`src/rtl/cpu_pkg.sv`:
```
`default_nettype none
// ============================================================================
// Module   : cpu_pkg
// Purpose  : Shared CPU constants and the memory-stage state encoding.
// Revision : 1.0 - initial release
// ============================================================================
package cpu_pkg;

    localparam int         DATA_W   = 32;
    localparam logic [4:0] REG_LINK = 5'd31;
    localparam logic [4:0] REG_ZERO = 5'd0;

    typedef enum logic [0:0] {
        IDLE      = 1'b0,
        LOAD_WAIT = 1'b1
    } mem_state_t;

endpackage
`default_nettype wire

```
`src/rtl/mem_access_if.sv`:
```
`default_nettype none
// ============================================================================
// Module   : mem_access_if
// Purpose  : Execute -> memory-access instruction handshake bundle.
// Revision : 1.0 - initial release
// ============================================================================
interface mem_access_if
    import cpu_pkg::*;
#(
    parameter int INST_SIZE = 10
);
    logic                 in_valid;
    logic                 in_ready;
    logic [INST_SIZE-1:0] pc;
    logic [DATA_W-1:0]    d;
    logic [DATA_W-1:0]    t;
    logic [4:0]           rd;
    logic                 rea;
    logic                 wea;
    logic                 reg_we;
    logic                 is_jal;

    modport master (
        output in_valid, pc, d, t, rd, rea, wea, reg_we, is_jal,
        input  in_ready
    );

    modport slave (
        input  in_valid, pc, d, t, rd, rea, wea, reg_we, is_jal,
        output in_ready
    );
endinterface
`default_nettype wire

```
`src/rtl/mem_access.sv`:
```
`default_nettype none
// ============================================================================
// Module   : mem_access
// Purpose  : Memory-access stage: BRAM load/store and one-cycle writeback.
// Revision : 1.0 - initial release
// ============================================================================
module mem_access
    import cpu_pkg::*;
#(
    parameter int INST_SIZE    = 10,
    parameter int BRAM_SIZE    = 18,
    parameter int LOAD_LATENCY = 2
) (
    input  wire logic                 clk,
    input  wire logic                 rst,
    mem_access_if.slave               ex,
    output logic                      mem_en,
    output logic                      mem_we,
    output logic [BRAM_SIZE-1:0]      mem_addr,
    output logic [DATA_W-1:0]         mem_wdata,
    input  wire logic [DATA_W-1:0]    mem_rdata,
    output logic                      wb_valid,
    output logic                      wb_we,
    output logic [4:0]                wb_rd,
    output logic [DATA_W-1:0]         wb_data
);

    localparam int CNT_W = (LOAD_LATENCY > 1) ? $clog2(LOAD_LATENCY) : 1;

    mem_state_t        r_state;
    mem_state_t        w_state_next;
    logic [CNT_W-1:0]  r_cnt;
    logic [4:0]        r_ld_rd;
    logic              r_ld_we;
    logic              w_accept;
    logic              w_is_load;
    logic [4:0]        w_rd;
    logic [DATA_W-1:0] w_link;

    // A store flag wins over a load flag on the same instruction.
    assign w_is_load = ex.rea && !ex.wea;
    assign w_rd      = ex.is_jal ? REG_LINK : ex.rd;
    assign w_link    = {{(DATA_W-INST_SIZE){1'b0}}, ex.pc} + DATA_W'(1);
    assign mem_addr  = ex.d[BRAM_SIZE+1:2];
    assign mem_wdata = ex.t;

    always_ff @(posedge clk) begin
        if (rst) begin
            r_state <= IDLE;
        end else begin
            r_state <= w_state_next;
        end
    end

    always_comb begin
        w_state_next = r_state;
        ex.in_ready  = 1'b0;
        w_accept     = 1'b0;
        mem_en       = 1'b0;
        mem_we       = 1'b0;
        if (!rst) begin
            ex.in_ready = (r_state == IDLE);
            w_accept    = ex.in_ready && ex.in_valid;
            mem_en      = w_accept && (ex.rea || ex.wea);
            mem_we      = w_accept && ex.wea;
        end
        case (r_state)
            IDLE: begin
                if (w_accept && w_is_load) begin
                    w_state_next = LOAD_WAIT;
                end
            end
            LOAD_WAIT: begin
                if (r_cnt == '0) begin
                    w_state_next = IDLE;
                end
            end
            default: w_state_next = IDLE;
        endcase
    end

    always_ff @(posedge clk) begin
        if (rst) begin
            r_cnt    <= '0;
            r_ld_rd  <= REG_ZERO;
            r_ld_we  <= 1'b0;
            wb_valid <= 1'b0;
            wb_we    <= 1'b0;
            wb_rd    <= REG_ZERO;
            wb_data  <= '0;
        end else begin
            wb_valid <= 1'b0;
            wb_we    <= 1'b0;
            if (w_accept) begin
                if (w_is_load) begin
                    r_cnt   <= CNT_W'(LOAD_LATENCY - 1);
                    r_ld_rd <= ex.rd;
                    r_ld_we <= ex.reg_we;
                end else begin
                    wb_valid <= 1'b1;
                    wb_rd    <= w_rd;
                    wb_data  <= ex.is_jal ? w_link : ex.d;
                    wb_we    <= (ex.reg_we || ex.is_jal) && !ex.wea && (w_rd != REG_ZERO);
                end
            end else if (r_state == LOAD_WAIT) begin
                if (r_cnt == '0) begin
                    wb_valid <= 1'b1;
                    wb_rd    <= r_ld_rd;
                    wb_data  <= mem_rdata;
                    wb_we    <= r_ld_we && (r_ld_rd != REG_ZERO);
                end else begin
                    r_cnt <= r_cnt - CNT_W'(1);
                end
            end
        end
    end

endmodule
`default_nettype wire

```
`src/flat_wrapper.sv`:
```
// flat-port wrapper written by rule: the top's interface ports become plain ports
module mem_access_flat import cpu_pkg::*;
#(
    parameter int INST_SIZE    = 10,
    parameter int BRAM_SIZE    = 18,
    parameter int LOAD_LATENCY = 2
)
  (clk, rst, mem_en, mem_we, mem_addr, mem_wdata, mem_rdata, wb_valid, wb_we, wb_rd, wb_data, ex_in_valid, ex_pc, ex_d, ex_t, ex_rd, ex_rea, ex_wea, ex_reg_we, ex_is_jal, ex_in_ready);
  mem_access_if #(.INST_SIZE(INST_SIZE)) ex_i ();
  input  wire logic clk;
  input  wire logic rst;
  output logic mem_en;
  output logic mem_we;
  output logic [BRAM_SIZE-1:0] mem_addr;
  output logic [DATA_W-1:0] mem_wdata;
  input  wire logic [DATA_W-1:0] mem_rdata;
  output logic wb_valid;
  output logic wb_we;
  output logic [4:0] wb_rd;
  output logic [DATA_W-1:0] wb_data;
  input wire logic [$bits(ex_i.in_valid)-1:0] ex_in_valid;
  input wire logic [$bits(ex_i.pc)-1:0] ex_pc;
  input wire logic [$bits(ex_i.d)-1:0] ex_d;
  input wire logic [$bits(ex_i.t)-1:0] ex_t;
  input wire logic [$bits(ex_i.rd)-1:0] ex_rd;
  input wire logic [$bits(ex_i.rea)-1:0] ex_rea;
  input wire logic [$bits(ex_i.wea)-1:0] ex_wea;
  input wire logic [$bits(ex_i.reg_we)-1:0] ex_reg_we;
  input wire logic [$bits(ex_i.is_jal)-1:0] ex_is_jal;
  output wire logic [$bits(ex_i.in_ready)-1:0] ex_in_ready;
  assign ex_i.in_valid = ex_in_valid;
  assign ex_i.pc = ex_pc;
  assign ex_i.d = ex_d;
  assign ex_i.t = ex_t;
  assign ex_i.rd = ex_rd;
  assign ex_i.rea = ex_rea;
  assign ex_i.wea = ex_wea;
  assign ex_i.reg_we = ex_reg_we;
  assign ex_i.is_jal = ex_is_jal;
  assign ex_in_ready = ex_i.in_ready;
  mem_access #(.INST_SIZE(INST_SIZE), .BRAM_SIZE(BRAM_SIZE), .LOAD_LATENCY(LOAD_LATENCY)) u_core (.clk(clk), .rst(rst), .ex(ex_i), .mem_en(mem_en), .mem_we(mem_we), .mem_addr(mem_addr), .mem_wdata(mem_wdata), .mem_rdata(mem_rdata), .wb_valid(wb_valid), .wb_we(wb_we), .wb_rd(wb_rd), .wb_data(wb_data));
endmodule
```
`config.mk`:
```
export PLATFORM = sky130hd
export DESIGN_NAME = mem_access_flat
export DESIGN_NICKNAME = d
export VERILOG_FILES = /design/src/rtl/cpu_pkg.sv /design/src/rtl/mem_access_if.sv /design/src/rtl/mem_access.sv /design/src/flat_wrapper.sv
export SDC_FILE = /design/constraint.sdc
export NUM_CORES = 1
export LEC_CHECK = 0
export ABC_AREA = 0
export CAP_MARGIN = 20
export CORE_ASPECT_RATIO = 1.25
export CORE_UTILIZATION = 37
export CTS_BUF_LIST = sky130_fd_sc_hd__clkbuf_8
export DETAILED_ROUTE_END_ITERATION = 12
export PLACE_DENSITY = 0.81
export SLEW_MARGIN = 15
export SYNTH_ARGS = -nofsm -noshare
export SYNTH_HDL_FRONTEND = slang
export SYNTH_SLANG_ARGS = --single-unit
```
`constraint.sdc`:
```
create_clock -name clk -period 1.76 [get_ports clk]
set_input_delay 0.44 -clock clk [delete_from_list [all_inputs] [get_ports clk]]
set_output_delay 0.44 -clock clk [all_outputs]
set_load 0.005 [all_outputs]
```
* Yosys cells after proc, flatten, opt, wreduce, memory -nomap -nowiden *
Index checks and enable logic that the tools add are counted.

cells by class
  add/subtract/negate cells = 2
  multiply operators = 0
  divide/modulo/power cells = 0
  magnitude comparators = 0
  eq/ne operators = 3
  shift operators = 0
  multiplexer cells = 29
  bitwise gates (word level) = 1
  reductions and logical operators = 17

operators with widths
  operator                                        number
  2-to-1 mux 32 bit                               5
  2-to-1 mux 5 bit                                5
  2-to-1 mux 1 bit                                18
  adder 10 x 1 -> 11 bit (second input constant)  1
  nonzero test 5 bit                              2
  logical AND 1 bit                               8
  != test 2 bit (second input constant)           3
  AND reduction 2 bit                             2
  AND reduction 3 bit                             1
  logical OR 1 bit                                2
  one-hot mux 1 bit (2 select lines)              1
  nonzero test 2 bit                              1
  logical NOT 1 bit                               1
  inverter 1 bit                                  1
  subtractor 1 bit (second input constant)        1

storage, ports and cells
  register bits after elaboration = 47
  latch bits = 0
  bits in writable memories = 0
  memory bits (read-only) = 0
  output and inout bits = 92
  logic and storage cells = 60
  memories = 0

* Logic depth before layout (Yosys ltp) *
Gate-level depths: netlist (run 1).

  depth in word-level cells = 6
  depth in mapped cells = 6

* Least setup slack after synthesis (run 1) *
No wires, ideal clock.

  path type = input to output
  start point = in rst
  end point = out mem_en
  data arrival time = 1.289 ns
  data required time = 1.320 ns
  path slack = 0.031 ns
  stages = 4
  cells stage by stage = or3b_4 -> buf_6 -> buf_4 -> nor2_1

on the way
  cells in the longest elaborated chain, start to end = 1

RTL lines
  element           line                source
  start, declared   flat_wrapper.sv:11  input wire logic rst;
  2-to-1 mux 1 bit  mem_access.sv:61    if (!rst) begin
  end, declared     flat_wrapper.sv:12  output logic mem_en;

No other way between the ends.

* Final worst setup path (run 1) *
  start point = in ex_in_valid
  end point = out mem_we

on the way
  cells in the longest elaborated chain, start to end = 3

RTL lines
  element            line                source
  start, declared    flat_wrapper.sv:21  input wire logic [$bits(ex_i.in_valid)-1:0] ex_in_valid;
  logical AND 1 bit  mem_access.sv:63    w_accept = ex.in_ready && ex.in_valid;
  logical AND 1 bit  mem_access.sv:65    mem_we = w_accept && ex.wea;
  2-to-1 mux 1 bit   mem_access.sv:61
  end, declared      flat_wrapper.sv:13  output logic mem_we;

No other way between the ends.

==> metrics.txt, run 1 <==
# TYPE chip_impl_metric gauge
chip_impl_metric{name="floorplan.die.width",unit="um"} 84.1
chip_impl_metric{name="number_of_violations_of_the_max_capacitance_limit",unit=""} 0
chip_impl_metric{name="cp.buffers_inverters",unit=""} 2
chip_impl_metric{name="post_synth_num_cell_types",unit=""} 47
chip_impl_metric{name="fillerInstances",unit=""} 669
chip_impl_info{name="cts_root_buffer",value="sky130_fd_sc_hd__clkbuf_8"} 1
chip_impl_metric{name="worst_pin_slew",unit="ns"} 0.453
chip_impl_metric{name="cts-root-to-sink-buffers",unit=""} 2
chip_impl_metric{name="place.gp.congestion",unit=""} 0.783
chip_impl_info{name="ys_dominant_reg_cell",value="sky130_fd_sc_hd__dfxtp_1"} 1
chip_impl_metric{name="synth-compound-area-share",unit=""} 0.225
chip_impl_info{name="synth.largest_area_cell",value="sky130_fd_sc_hd__dfxtp_1"} 1
chip_impl_metric{name="drt-vias-per-instance",unit=""} 5.19
chip_impl_metric{name="drive_gt1_frac",unit=""} 0.329
chip_impl_metric{name="synth_area",unit="mm^2"} 0.00312
chip_impl_metric{name="design.portCount",unit=""} 210
chip_impl_info{name="criticalPathCategory",value="input pin to output port"} 1
chip_impl_metric{name="detail_route.iter0.violations",unit=""} 111
chip_impl_metric{name="synthArstFlopShare",unit=""} 0
chip_impl_metric{name="tritoncts_num_sinks",unit=""} 47
chip_impl_metric{name="num_antenna_cells",unit=""} 0
chip_impl_metric{name="drt_drc_violations_left",unit=""} 28
chip_impl_metric{name="power.leakage",unit="uW"} 0.00185
chip_impl_metric{name="synth_nets",unit=""} 466
chip_impl_metric{name="count_of_flip_flops_with_a_built_in_enable_after_synthesis",unit=""} 0
chip_impl_metric{name="maxSlewHeadroom",unit=""} 0.698
chip_impl_metric{name="total_die_area",unit="mm^2"} 0.00880
chip_impl_metric{name="detailed_place_hpwl",unit="mm"} 6.73
chip_impl_metric{name="final-setup-viol-count",unit=""} 0
chip_impl_metric{name="final_hold_viol_count",unit=""} 0
chip_impl_metric{name="synth_area_per_cell",unit="um^2"} 8.99
chip_impl_info{name="crit_path_end_kind",value="output port"} 1
chip_impl_metric{name="detail-route-antenna-nets",unit=""} 0
chip_impl_metric{name="layout_worst_path_cycle_share",unit=""} 0.992
chip_impl_metric{name="dieHeight",unit="um"} 105
chip_impl_metric{name="post_synthesis_sequential_area_ratio",unit=""} 0.302
chip_impl_metric{name="insertion_delay",unit="ns"} 0.30
chip_impl_metric{name="timing.fmax",unit="MHz"} 573
chip_impl_metric{name="cpPeakStageDelay",unit="ns"} 0.34
chip_impl_metric{name="clk_pin_slew",unit="ns"} 0.10
chip_impl_metric{name="post_synth_xor_xnor_area",unit=""} 0.00842
chip_impl_info{name="path_delay_family",value="simple AND/OR/NAND/NOR gates"} 1
chip_impl_metric{name="core",unit="mm^2"} 0.00819
chip_impl_metric{name="power-per-cell-area",unit="mW/mm^2"} 589
chip_impl_metric{name="timing.clock.skew",unit="ns"} 0.0132
chip_impl_metric{name="timing.critical_path.arrival",unit="ns"} 1.31
chip_impl_metric{name="globalRouteOverflowTotal",unit=""} 0
chip_impl_metric{name="cts_buffers",unit=""} 5
chip_impl_info{name="critical_path.startpoint_type",value="input pin"} 1
chip_impl_info{name="failed_checks",value="design-rule violations"} 1
chip_impl_metric{name="post_synth_simple_gate_area",unit=""} 0.278
chip_impl_metric{name="maxSlewViolCount",unit=""} 0
chip_impl_metric{name="synthMuxAreaShare",unit=""} 0.00642
chip_impl_metric{name="final_period_minus_worst_setup_slack",unit="ns"} 1.75
chip_impl_info{name="synth_area_leaders",value="sky130_fd_sc_hd__dfxtp_1 30%, sky130_fd_sc_hd__buf_4 12%, sky130_fd_sc_hd__a211oi_2 7.2%, sky130_fd_sc_hd__nor3_2 6.4%, sky130_fd_sc_hd__nor3b_2 5.2%"} 1
chip_impl_info{name="grt_setup_unrepaired",value="true"} 1
chip_impl_info{name="crit_slowest_cell",value="sky130_fd_sc_hd__nor3b_4"} 1
chip_impl_metric{name="grt_pass1_vias",unit=""} 2938
chip_impl_metric{name="htree_levels",unit=""} 2
chip_impl_info{name="timing.critical_path.cells",value="dlygate4sd2_1 -> nor3b_4 -> and2_1 -> buf_2"} 1
chip_impl_metric{name="track_usage",unit=""} 0.198
chip_impl_metric{name="grt_pass1_wl",unit="mm"} 14.2
chip_impl_metric{name="area_overhead_of_the_layout_relative_to_synthesis",unit="%"} 59.6
chip_impl_info{name="worst_hold_path_type",value="flop to flop"} 1
chip_impl_metric{name="worst-endpoint-required",unit="ns"} 1.32
chip_impl_metric{name="initial_core_util",unit=""} 0.381
chip_impl_metric{name="final_nets",unit=""} 604
chip_impl_metric{name="timing.setup.tns",unit="ns"} 0
chip_impl_metric{name="drt-pass1-iter-count",unit=""} 8
chip_impl_metric{name="multi_input_comb_area",unit="mm^2"} 0.00172
chip_impl_metric{name="worst-path-max-fanout",unit=""} 3
chip_impl_metric{name="postSynthCellCount",unit=""} 347
chip_impl_metric{name="vias_after_detailed_routing",unit=""} 3025
chip_impl_metric{name="totalWireLength",unit="mm"} 9.53
chip_impl_info{name="synth_top_family_by_area",value="simple AND/OR/NAND/NOR gates"} 1
chip_impl_metric{name="grt_antenna_before_repair",unit=""} 0
chip_impl_metric{name="cts_hold_repair.buffers",unit=""} 0
chip_impl_metric{name="reg2reg_setup_slack",unit="ns"} 0.04
chip_impl_metric{name="fp-row-count",unit=""} 37
chip_impl_metric{name="port-buffer-count",unit=""} 145
chip_impl_metric{name="post_layout_nonfiller_instances",unit=""} 583
chip_impl_metric{name="number_of_instances_in_the_placed_design",unit=""} 557
chip_impl_metric{name="wl_per_cell",unit="um"} 16.3
chip_impl_metric{name="ir_drop",unit="mV"} 0.399
chip_impl_metric{name="worst_hold_slack",unit="ns"} 0.468
chip_impl_metric{name="yosys_warnings",unit=""} 0
chip_impl_metric{name="ff_latch_count_synth",unit=""} 47
chip_impl_metric{name="seq_area",unit="um^2"} 945
chip_impl_metric{name="synthDominantCellAreaShare",unit=""} 0.302
chip_impl_info{name="cts_tree",value="built"} 1
chip_impl_metric{name="grt_start_max_net_pins",unit=""} 33
chip_impl_metric{name="adder_and_majority_gate_portion_of_the_synthesized_area",unit=""} 0.00401
chip_impl_info{name="outcome",value="finished, violations left"} 1
final cells by class:
class	count	area share
flip-flops and latches	47	0.190
inverters	5	0.00377
clock buffers	5	0.0138
multi-input cells	220	0.345
clock inverters	3	0.00879
repair buffers	206	0.414
well taps	97	0.0244
what timing repair did:
item / 4_1_cts / 5_1_grt
endpoints found under the hold margin: 0 / 0
buffers inserted: 3 / 10
gates cloned: 0 / 5
pin swaps: 12 / 8
endpoints found under the setup margin: 64 / 26
gates resized for setup: 40 / 22
worst min-delay path, delay by kind of cell, from the launching register on:
family / cells / cell delay (ns)
AND/OR/NAND/NOR: 1 / 0.05
flip-flops: 1 / 0.33
AO/OA/AOI/OAI: 1 / 0.05
synthesized netlist by cell type, drive strengths merged (3+ instances only):
| library cell | instances |
|---|---|
| nand2b | 3 |
| clkbuf | 9 |
| a21oi | 20 |
| buf | 66 |
| nand3 | 10 |
| nor3b | 22 |
| o21ai | 9 |
| nor2 | 34 |
| nand2 | 22 |
| nor3 | 23 |
| dfxtp | 47 |
| o211ai | 9 |
| a211oi | 27 |
| inv | 5 |
| or3 | 9 |
report_power, final:
part / switching (uW) / total [uW] / internal (uW)
Sequential: 42.9 / 1180 / 1130
Combinational: 389 / 964 / 575
Clock: 367 / 790 / 423
Total: 799 / 2930 / 2130
sequential cells by signal, summed over array words and instances, names as in the netlist:
register	count
u_core.wb_rd	5
u_core.r_ld_rd	5
u_core.wb_we	1
u_core.r_ld_we	1
u_core.r_state	1
u_core.wb_valid	1
u_core.wb_data	32
u_core.r_cnt	1
cell families (layout without fill, tap and decap cells):
family	Yosys count	after routing
compound gates	79	79
xor+xnor	3	3
fa+ha+maj	1	1
buf+inv	80	219
flops	47	47
mux	2	2
simple gates	135	135
layer usage:
| metal | global-route usage | vias up | part of all wire |
|---|---|---|---|
| li1 | - | 1460 | - |
| met1 | 0.230 | 1408 | 0.41 |
| met2 | 0.352 | 133 | 0.50 |
| met3 | 0.0411 | 24 | 0.065 |
| met4 | 0.0776 | 0 | 0.024 |
| met5 | 0 | - | 0 |
cell usage in the layout, fill, tap and decap left out, types with 3 or more instances in the layout:
master	synthesis	layout
sky130_fd_sc_hd__nor2_1	32	31
sky130_fd_sc_hd__inv_1	5	5
sky130_fd_sc_hd__o211ai_2	6	6
sky130_fd_sc_hd__clkbuf_8	0	5
sky130_fd_sc_hd__dfxtp_1	47	46
sky130_fd_sc_hd__clkdlybuf4s50_1	0	112
sky130_fd_sc_hd__nor3_2	20	20
sky130_fd_sc_hd__nor3b_2	13	14
sky130_fd_sc_hd__buf_4	51	47
sky130_fd_sc_hd__nand2_1	22	22
sky130_fd_sc_hd__buf_2	7	4
sky130_fd_sc_hd__or3_1	9	9
sky130_fd_sc_hd__o21ai_0	9	9
sky130_fd_sc_hd__dlygate4sd2_1	0	22
sky130_fd_sc_hd__a21oi_1	12	12
sky130_fd_sc_hd__nor3b_1	9	7
sky130_fd_sc_hd__nor3_1	3	3
sky130_fd_sc_hd__buf_12	0	7
sky130_fd_sc_hd__clkbuf_16	0	5
sky130_fd_sc_hd__a21oi_2	8	7
sky130_fd_sc_hd__a211oi_2	18	22
sky130_fd_sc_hd__o211ai_1	3	3
sky130_fd_sc_hd__nor2_2	2	3
sky130_fd_sc_hd__dlymetal6s2s_1	0	7
sky130_fd_sc_hd__a211oi_1	9	5
sky130_fd_sc_hd__nand3_1	10	9
worst paths after layout:
| path | from | end | cells past startpoint |
|---|---|---|---|
| max | ex_in_valid | mem_we | 4 |
| min | u_core.r_ld_we | u_core.r_ld_we | 2 |
| max reg2reg | u_core.r_state | u_core.wb_data[11] | 8 |
| min reg2reg | u_core.r_ld_we | u_core.r_ld_we | 2 |
per-stage QoR:
stage                     area (um^2)  utilization  power [uW]  setup WS, ns
final                            4980        0.608        2930        0.0137
after global routing             4980        0.608        3090       -0.0198
after CTS                        4660        0.569        2870       -0.0138
after detailed placement         4530        0.552        2080        -0.608
after global placement           4530        0.552        2060        -0.599
after floorplan                  3120            -        1640        0.0312
Note: power is estimated with default switching activity, not from simulation.
==> inputs of run 2 (changes only) <==
--- a/config.mk
+++ b/config.mk
@@ -12,7 +12,6 @@
 export CTS_BUF_LIST = sky130_fd_sc_hd__clkbuf_8
 export DETAILED_ROUTE_END_ITERATION = 12
 export PLACE_DENSITY = 0.81
-export SLEW_MARGIN = 15
 export SYNTH_ARGS = -nofsm -noshare
 export SYNTH_HDL_FRONTEND = slang
 export SYNTH_SLANG_ARGS = --single-unit
==> results of run 2 <==
Same layout as run 1: the final DEF is identical, and so are final timing and power.
==> inputs of run 3 (changes only) <==
--- a/config.mk
+++ b/config.mk
@@ -7,11 +7,13 @@
 export LEC_CHECK = 0
 export ABC_AREA = 0
 export CAP_MARGIN = 20
+export CELL_PAD_IN_SITES_DETAIL_PLACEMENT = 1
+export CELL_PAD_IN_SITES_GLOBAL_PLACEMENT = 1
 export CORE_ASPECT_RATIO = 1.25
-export CORE_UTILIZATION = 37
+export CORE_UTILIZATION = 25
 export CTS_BUF_LIST = sky130_fd_sc_hd__clkbuf_8
 export DETAILED_ROUTE_END_ITERATION = 12
-export PLACE_DENSITY = 0.81
+export PLACE_DENSITY = 0.79
 export SYNTH_ARGS = -nofsm -noshare
 export SYNTH_HDL_FRONTEND = slang
 export SYNTH_SLANG_ARGS = --single-unit
==> run 3 against run 2 <==
Net effect: the run ends with negative setup slack left; clock power fell by 14%; critical endpoint is now mem_en; global-route usage fell by 3.6 points; wire length rose by 14%; hold slack improved by 0.0038 ns; sequential share of layout area rose by 0.29 points; clock skew fell by 0.0035 ns; core utilization fell by 20 points; critical path depth fell by 1; die area rose by 47%.
==> metrics.txt, run 3 (same netlist as run 1, synthesis figures left out) <==
# TYPE chip_impl_metric gauge
chip_impl_info{name="outcome",value="finished, violations left"} 1
chip_impl_info{name="failed_checks",value="negative setup slack"} 1
chip_impl_info{name="criticalPathCategory",value="flop to output port"} 1
chip_impl_metric{name="design.portCount",unit=""} 210
chip_impl_metric{name="final_core_utilization",unit=""} 0.403
chip_impl_metric{name="grt_pass1_wl",unit="mm"} 16.2
chip_impl_info{name="crit_slowest_cell",value="sky130_fd_sc_hd__or3b_4"} 1
chip_impl_metric{name="wl_per_cell",unit="um"} 16.9
chip_impl_metric{name="htree_levels",unit=""} 2
chip_impl_metric{name="power-per-cell-area",unit="mW/mm^2"} 568
chip_impl_metric{name="pre_cts_slack",unit="ns"} -0.687
chip_impl_info{name="register_name_with_the_most_flops",value="u_core.wb_data"} 1
chip_impl_info{name="critical_path.startpoint_type",value="flop"} 1
chip_impl_metric{name="totalWireLength",unit="mm"} 10.8
chip_impl_metric{name="final_nets",unit=""} 598
chip_impl_metric{name="worst-endpoint-required",unit="ns"} 1.32
chip_impl_metric{name="port-buffer-count",unit=""} 145
chip_impl_metric{name="final_hold_viol_count",unit=""} 0
chip_impl_metric{name="postPlaceCellArea",unit="mm^2"} 0.00464
chip_impl_metric{name="detail-route-antenna-nets",unit=""} 0
chip_impl_metric{name="drt_drc_violations_left",unit=""} 0
chip_impl_info{name="worst_hold_path_type",value="flop to flop"} 1
chip_impl_metric{name="drt-vias-per-instance",unit=""} 4.70
chip_impl_metric{name="insertion_delay",unit="ns"} 0.30
chip_impl_metric{name="layout.cell_area.non_filler",unit="mm^2"} 0.00490
chip_impl_metric{name="area_overhead_of_the_layout_relative_to_synthesis",unit="%"} 57.2
chip_impl_metric{name="cts_hold_repair.buffers",unit=""} 0
chip_impl_info{name="layout_top_registers",value="u_core.wb_data: 32 flops, u_core.r_ld_rd: 5 flops, u_core.wb_rd: 5 flops"} 1
chip_impl_info{name="grt_setup_unrepaired",value="true"} 1
chip_impl_metric{name="detail_route.iter0.violations",unit=""} 56
chip_impl_metric{name="timing.final.ws_setup",unit="ns"} -0.00207
chip_impl_metric{name="cp.buffers_inverters",unit=""} 1
chip_impl_metric{name="final_period_minus_worst_setup_slack",unit="ns"} 1.76
chip_impl_metric{name="ir_drop",unit="mV"} 0.292
chip_impl_metric{name="clk_pin_slew",unit="ns"} 0.09
chip_impl_metric{name="worst_pin_slew",unit="ns"} 0.412
chip_impl_metric{name="floorplan.die.width",unit="um"} 102
chip_impl_metric{name="layout_worst_path_cycle_share",unit=""} 1.00
chip_impl_metric{name="grt_antenna_before_repair",unit=""} 0
chip_impl_metric{name="final-setup-viol-count",unit=""} 1
chip_impl_metric{name="dieHeight",unit="um"} 127
chip_impl_metric{name="core",unit="mm^2"} 0.0122
chip_impl_metric{name="track_usage",unit=""} 0.162
chip_impl_metric{name="cts-root-to-sink-buffers",unit=""} 2
chip_impl_metric{name="maxSlewViolCount",unit=""} 0
chip_impl_metric{name="grt_pass1_vias",unit=""} 3236
chip_impl_metric{name="worst_hold_slack",unit="ns"} 0.472
chip_impl_metric{name="tritoncts_num_sinks",unit=""} 47
chip_impl_metric{name="vias_after_detailed_routing",unit=""} 3019
chip_impl_metric{name="cpPeakStageDelay",unit="ns"} 0.43
chip_impl_metric{name="timing.clock.skew",unit="ns"} 0.00967
chip_impl_info{name="crit_path_end_kind",value="output port"} 1
chip_impl_metric{name="detailed_place_hpwl",unit="mm"} 8.16
chip_impl_metric{name="number_of_violations_of_the_max_capacitance_limit",unit=""} 0
chip_impl_info{name="path_delay_family",value="simple AND/OR/NAND/NOR gates"} 1
chip_impl_metric{name="initial_core_util",unit=""} 0.256
chip_impl_metric{name="timing.fmax",unit="MHz"} 568
chip_impl_metric{name="drive_gt1_frac",unit=""} 0.305
chip_impl_metric{name="grt_start_max_net_pins",unit=""} 43
chip_impl_metric{name="worst-path-max-fanout",unit=""} 3
chip_impl_metric{name="timing.critical_path.arrival",unit="ns"} 1.32
chip_impl_info{name="cts_tree",value="built"} 1
chip_impl_info{name="timing.critical_path.cells",value="or3b_4 -> nor2_4 -> buf_2"} 1
chip_impl_metric{name="maxSlewHeadroom",unit=""} 0.725
chip_impl_metric{name="largest_register_ff_count",unit=""} 32
chip_impl_info{name="cts_root_buffer",value="sky130_fd_sc_hd__clkbuf_8"} 1
chip_impl_info{name="final_common_cell",value="sky130_fd_sc_hd__clkdlybuf4s50_1"} 1
chip_impl_metric{name="drt-pass1-iter-count",unit=""} 4
chip_impl_metric{name="power.leakage",unit="uW"} 0.00178
chip_impl_metric{name="totalPowerFinal",unit="uW"} 2790
chip_impl_metric{name="num_antenna_cells",unit=""} 0
chip_impl_metric{name="place.gp.congestion",unit=""} 0.775
chip_impl_metric{name="cts_buffers",unit=""} 5
chip_impl_info{name="layout.cells.most_common_list",value="112 x sky130_fd_sc_hd__clkdlybuf4s50_1, 46 x sky130_fd_sc_hd__dfxtp_1, 44 x sky130_fd_sc_hd__buf_4"} 1
chip_impl_metric{name="fp-row-count",unit=""} 45
chip_impl_metric{name="total_die_area",unit="mm^2"} 0.0129
chip_impl_metric{name="globalRouteOverflowTotal",unit=""} 0
-- run 3: cell types whose count changed in the layout (fill, tap and decap cells not counted), sizes merged --
cell           change
clkbuf             -3
clkdlybuf4s15      +1
bufbuf             +1
bufinv             -1
buf                -3
dlymetal6s2s       -1
clkinv             -1
-- run 3: repair_timing --
action / 4_1_cts / 5_1_grt
gates cloned: 1 / 2
setup endpoints to repair: 67 / 39
pin swaps: 8 / 10
setup buffers: 2 / 3
resized for setup: 42 / 18
-- run 3: layout make-up --
class	instances	area [um^2]
Clock buffer	6	82.6
Clock inverter	1	5.00
Fill cell	1409	7260
Inverter	5	18.8
Multi-Input combinational cell	220	1690
Sequential cell	47	945
Tap cell	164	205
Timing Repair Buffer	200	1960
-- run 3: worst register-to-register path, stage by stage, from the launching register on --
cell	delay [ns]
sky130_fd_sc_hd__dfxtp_4	0.37
sky130_fd_sc_hd__or3b_4	0.43
sky130_fd_sc_hd__buf_8	0.17
sky130_fd_sc_hd__o22ai_4	0.15
sky130_fd_sc_hd__buf_12	0.15
sky130_fd_sc_hd__buf_6	0.12
sky130_fd_sc_hd__o311a_1	0.19
sky130_fd_sc_hd__nor3_2	0.05
-- run 3: per-stage QoR --
step	std cells	TNS, ns
final	643	-0.00207
after global routing	643	-0.368
after CTS	638	-0.111
after detailed placement	628	-26.49
after global placement	628	-24.23
after floorplan	347	0
-- run 3: report_power, final --
group / leakage [uW] / internal (uW) / switching, uW / total, uW
Combinational: 0.00135 / 546 / 388 / 934
Sequential: 0.000386 / 1130 / 43.1 / 1180
Clock: 0.0000470 / 309 / 368 / 678
Total: 0.00178 / 1990 / 800 / 2790
-- run 3: final timing paths --
kind,startpoint,to,slack (ns),depth (start not counted)
worst max-delay path,u_core.r_state,mem_en,-0.002,3
worst min-delay path,u_core.r_ld_we,u_core.r_ld_we,0.47,2
worst max register to register,u_core.r_state,u_core.wb_data[9],0.01,7
worst min register to register,u_core.r_ld_we,u_core.r_ld_we,0.47,2
-- run 3: routing by layer --
metal	wire length, um	GRT usage
met1	4300	0.178
met2	5700	0.303
met3	667	0.0358
met4	181	0.0538
met5	0	0
